`src/rtl/parity_pkg.sv`:
```
// rtl/parity_pkg.sv - shared constants and FSM encoding for the parity scheduler
package parity_pkg;
  localparam int NREQ  = 4;
  localparam int WIDTH = 4;
  localparam int ERR_W = 8;

  typedef enum logic [1:0] {
    IDLE   = 2'd0,
    CALC   = 2'd1,
    RESULT = 2'd2
  } state_t;
endpackage

```
`src/rtl/rr_arbiter.sv`:
```
// rtl/rr_arbiter.sv - combinational 4-way round-robin pick starting after last_id
module rr_arbiter (
  input  logic [3:0] req,
  input  logic [1:0] last_id,
  output logic       valid,
  output logic [1:0] id
);
  logic [1:0] cand;

  always_comb begin
    valid = |req;
    id    = last_id;
    cand  = last_id;
    // Walk from farthest to nearest so the nearest requester after last_id wins
    for (int k = 3; k >= 1; k--) begin
      cand = last_id + 2'(k);
      if (req[cand]) id = cand;
    end
  end
endmodule

```
`src/rtl/parity_sched.sv`:
```
// rtl/parity_sched.sv - round-robin shared parity unit; PARITY_ERRCHK_EN adds expected-parity checking
module parity_sched
  import parity_pkg::*;
(
  input  logic                  clk,
  input  logic                  resetN,
  input  logic [NREQ-1:0]       req,
  input  logic [NREQ*WIDTH-1:0] data,
  input  logic                  oddMode,
`ifdef PARITY_ERRCHK_EN
  input  logic [NREQ-1:0]       expPar,
`endif
  output logic [NREQ-1:0]       gnt,
  output logic                  done,
  output logic [1:0]            doneId,
  output logic                  parity,
  output logic                  busy,
`ifdef PARITY_ERRCHK_EN
  output logic [ERR_W-1:0]      errCount,
`endif
  output logic                  ledR,
  output logic                  ledG,
  output logic                  ledB
);
  state_t           state, state_nxt;
  logic [WIDTH-1:0] op_reg;
  logic [1:0]       id_reg;
  logic [1:0]       last_id;
  logic             pick_valid;
  logic [1:0]       pick_id;

  rr_arbiter u_arb (
    .req     (req),
    .last_id (last_id),
    .valid   (pick_valid),
    .id      (pick_id)
  );

  always_ff @(posedge clk or negedge resetN) begin
    if (!resetN) state <= IDLE;
    else         state <= state_nxt;
  end

  always_comb begin
    state_nxt = state;
    case (state)
      IDLE:    if (pick_valid) state_nxt = CALC;
      CALC:    state_nxt = RESULT;
      RESULT:  state_nxt = IDLE;
      default: state_nxt = IDLE;
    endcase
  end

  always_ff @(posedge clk or negedge resetN) begin
    if (!resetN) begin
      gnt     <= '0;
      op_reg  <= '0;
      id_reg  <= '0;
      last_id <= 2'd3;
      doneId  <= '0;
      parity  <= 1'b0;
    end else begin
      gnt <= '0;
      if (state == IDLE && pick_valid) begin
        gnt    <= {{(NREQ-1){1'b0}}, 1'b1} << pick_id;
        op_reg <= data[WIDTH*pick_id +: WIDTH];
        id_reg <= pick_id;
      end
      if (state == CALC) begin
        parity  <= (^op_reg) ^ oddMode;
        last_id <= id_reg;
        doneId  <= id_reg;
      end
    end
  end

  assign done = (state == RESULT);
  assign busy = (state != IDLE);
  assign ledG = busy;
  assign ledB = parity;

`ifdef PARITY_ERRCHK_EN
  logic exp_reg;
  logic err_sticky;

  always_ff @(posedge clk or negedge resetN) begin
    if (!resetN) begin
      exp_reg    <= 1'b0;
      errCount   <= '0;
      err_sticky <= 1'b0;
    end else begin
      if (state == IDLE && pick_valid) exp_reg <= expPar[pick_id];
      if (state == RESULT && parity != exp_reg) begin
        if (errCount != {ERR_W{1'b1}}) errCount <= errCount + 1'b1;
        err_sticky <= 1'b1;
      end
    end
  end

  assign ledR = err_sticky;
`else
  assign ledR = 1'b0;
`endif
endmodule

```
`config.mk`:
```
export PLATFORM = sky130hd
export DESIGN_NAME = parity_sched
export DESIGN_NICKNAME = d
export VERILOG_FILES = /design/src/rtl/parity_pkg.sv /design/src/rtl/rr_arbiter.sv /design/src/rtl/parity_sched.sv
export SDC_FILE = /design/constraint.sdc
export NUM_CORES = 1
export LEC_CHECK = 0
export CORE_UTILIZATION = 42
export CTS_CLUSTER_SIZE = 25
export DETAILED_ROUTE_END_ITERATION = 8
export GPL_TIMING_DRIVEN = 0
export PLACE_DENSITY_LB_ADDON = 0.05
export SYNTH_ARGS = -nofsm -noshare
export SYNTH_HDL_FRONTEND = slang
export SYNTH_SLANG_ARGS = --single-unit
```
`constraint.sdc`:
```
create_clock -name clk -period 2.2 [get_ports clk]
set_clock_uncertainty 0.05 [all_clocks]
set_input_delay 0.22 -clock clk [delete_from_list [all_inputs] [get_ports clk]]
set_output_delay 0.22 -clock clk [all_outputs]
set_load 0.01 [all_outputs]
```
==> results.py <==
metrics = {
    "run_status": {
        "status": "finished, final reports clean",
    },
    "clocking": {
        "htreeDepth": 1,
        "cts_resized": 0,
        "cts_sinks": 17,
        "cts_setup_buffers": 0,
        "clkLatencyLatePin_ns": 0.30,
        "cts_tree": "done",
        "hold_buffers": 0,
        "cts_buffer_depth": 2,
        "clkTransAtPathRegs_ns": 0.11,
        "cts_root_buf": "clkbuf_4",
        "cts_buffers": 3,
    },
    "logic_synthesis": {
        "synth_seq_area_share_pct": 47.77,
        "synth.top_cell.area_share_pct": 41.90,
        "yosysTopAreaCell": "dfrtp_1",
        "ys_ff_latch": 17,
        "syn_area_um2": 895.9,
        "synth_common_cells": "22 x nand2_1, 15 x dfrtp_1, 9 x mux2i_1, 4 x o221ai_1",
        "ys_warn_count": 0,
        "synth_cells": 88,
        "synthTopCellsByArea": "dfrtp_1 42%, mux2i_1 10%, nand2_1 9.2%, dfstp_2 5.9%, o221ai_1 3.9%",
        "yosysMostFrequentCell": "nand2_1",
        "synth_top_flop_cell": "dfrtp_1",
        "synth_area_per_cell_um2": 10.18,
        "synthDistinctLibCells": 27,
        "async_reset_ff_share_pct": 100.0,
        "synth-edff-count": 0,
        "synthesis.nets": 111,
    },
    "setup_path": {
        "slowest_stage": "clkdlybuf4s50_1",
        "required_ns": 1.93,
        "critPathArrivalTime_ns": 1.54,
        "critPathMaxStageDelay_ns": 0.46,
        "cp-start-kind": "register",
        "crit_path_cell_trace": "or2_1, buf_4, clkdlybuf4s50_1",
        "critPathKind": "reg -> out",
        "endpoint_kind": "primary output",
        "crit_fanout": 3,
    },
    "hold_path": {
        "min_path_type": "in -> async",
    },
    "route": {
        "via_count": 738,
        "drt_iter0_drc": 3,
        "antenna_left": 0,
        "wirelength_mm": 1.657,
        "vias_per_cell": 4.855,
        "firstDrtPassIters": 4,
        "drc_errors": 0,
        "routedWlPerCell_um": 10.90,
    },
    "timing": {
        "setup_viol": 0,
        "final-max-slew-violation-count": 0,
        "worst_pin_slew_ns": 0.7122,
        "period_needed_ns": 1.809,
        "slew_headroom_pct": 52.37,
        "whs_ns": 0.2855,
        "finalHoldViolCount": 0,
        "setup-tns-final_ns": 0,
        "finalCritPeriodShare_pct": 82.21,
        "rsz0062_at_grt": "no",
        "setup_slack_ns": 0.3913,
        "fmax_ghz": 0.5529,
    },
    "cells_and_area": {
        "area_delta_synth_final_pct": 43.99,
        "fin_nets": 149,
        "diodes": 0,
        "final_util_pct": 65.09,
        "drive_above_1_share_pct": 12.80,
    },
    "power": {
        "leakage_nw": 0.5989,
        "power_density_nw_per_um2": 1266,
        "max-vdd-ir-drop_uv": 658.4,
    },
    "global_route": {
        "overflow": 0,
        "grt_pass1_vias": 628,
        "grt_start_max_net_pins": 18,
        "groute.usage.overall_pct": 16.27,
        "antenna_found_initial": 0,
        "grt_pass1_wl_mm": 2.587,
    },
    "floorplan": {
        "rows": 16,
        "initial_core_util_pct": 45.20,
        "core_um2": 1982,
        "die_area_um2": 2322,
        "die_w_um": 48.19,
        "die_y_um": 48.19,
        "ios": 35,
    },
    "placed_design": {
        "hpwl_mm": 1.354,
        "post-place-ws_ns": 0.2544,
        "numPortBuffers": 33,
        "place_congestion": 0.7456,
    },
    "run": {
        "maxCapViolCount": 0,
    },
}
==> critical path: cells and delay by family (launching register included) <==
| kind | cells | cell delay, ns |
|---|---|---|
| buffers and inverters | 2 | 0.59 |
| and+or+nand+nor | 1 | 0.25 |
| DFF | 1 | 0.40 |
==> report_power, final <==
part	leakage (nW)	switching, mW	internal, mW
combinational	0.374	0.415	0.495
clock	0.0139	0.107	0.0692
sequential	0.211	0.0813	0.466
total	0.599	0.603	1.03
==> metal layers <==
layer / GRT usage, % / share of wire [%] / up-vias
li1: - / - / 370
met1: 21.60 / 40 / 344
met2: 26.67 / 55 / 21
met3: 3.333 / 3.3 / 3
met4: 5.000 / 1.5 / 0
met5: 0 / 0 / -
==> placed cells by master, fill, tap and decap left out, drive strengths merged, types with 2 or more instances in the layout <==
cell | synthesis | final
nand2b | 2 | 2
a21oi | 2 | 2
clkdlybuf4s50 | 0 | 33
nand2 | 22 | 22
xnor2 | 3 | 3
buf | 6 | 6
inv | 3 | 3
nor2 | 2 | 2
clkbuf | 0 | 3
and3 | 2 | 2
dfrtp | 15 | 15
o221ai | 4 | 4
mux2i | 9 | 9
or2 | 3 | 3
o21ai | 4 | 4
dfstp | 2 | 2
==> worst paths after layout <==
| check | from | endpoint | slack (ns) | depth (start not counted) |
|---|---|---|---|---|
| max in group asynchronous | resetN | id_reg[0] | 1.36 | 1 |
| hold / removal | resetN | gnt[0] | 0.29 | 1 |
| setup / recovery | state[0] | ledG | 0.39 | 3 |
| hold reg to reg | doneId[0] | doneId[0] | 0.44 | 2 |
| min in group clk | doneId[0] | doneId[0] | 0.44 | 2 |
| setup reg to reg | last_id[1] | op_reg[3] | 0.42 | 7 |
==> per-stage QoR <==
| step | power [mW] | std cells | area (um2) |
|---|---|---|---|
| after CTS | 1.657 | 152 | 1290 |
| after detailed placement | 1.477 | 148 | 1260 |
| after global routing | 1.774 | 152 | 1290 |
| final | 1.633 | 152 | 1290 |
| after floorplan | 1.153 | 88 | 895.9 |
| after global placement | 1.460 | 148 | 1260 |
==> area by class of cell <==
| type | instances | area [um2] |
|---|---|---|
| buffer | 6 | 56.30 |
| fill | 171 | 691.9 |
| clock inverter | 1 | 7.507 |
| timing repair buffer | 33 | 330.3 |
| clock buffer | 3 | 22.52 |
| multi-input combinational | 61 | 391.6 |
| sequential | 17 | 427.9 |
| inverter | 4 | 20.02 |
| tap | 27 | 33.78 |
==> logic make-up (layout without fill, tap and decap cells) <==
family          count (synthesis)  count (layout)  share of synthesized area, %
compound gates                 13              13                         11.59
xor+xnor                        4               4                         3.911
buf+inv                        10              47                         8.519
flops                          17              17                         47.77
mux                             9               9                         10.06
other cells                     1               1                        0.4186
simple gates                   34              34                         17.74
No activity file was read; power rests on OpenSTA's default activity.
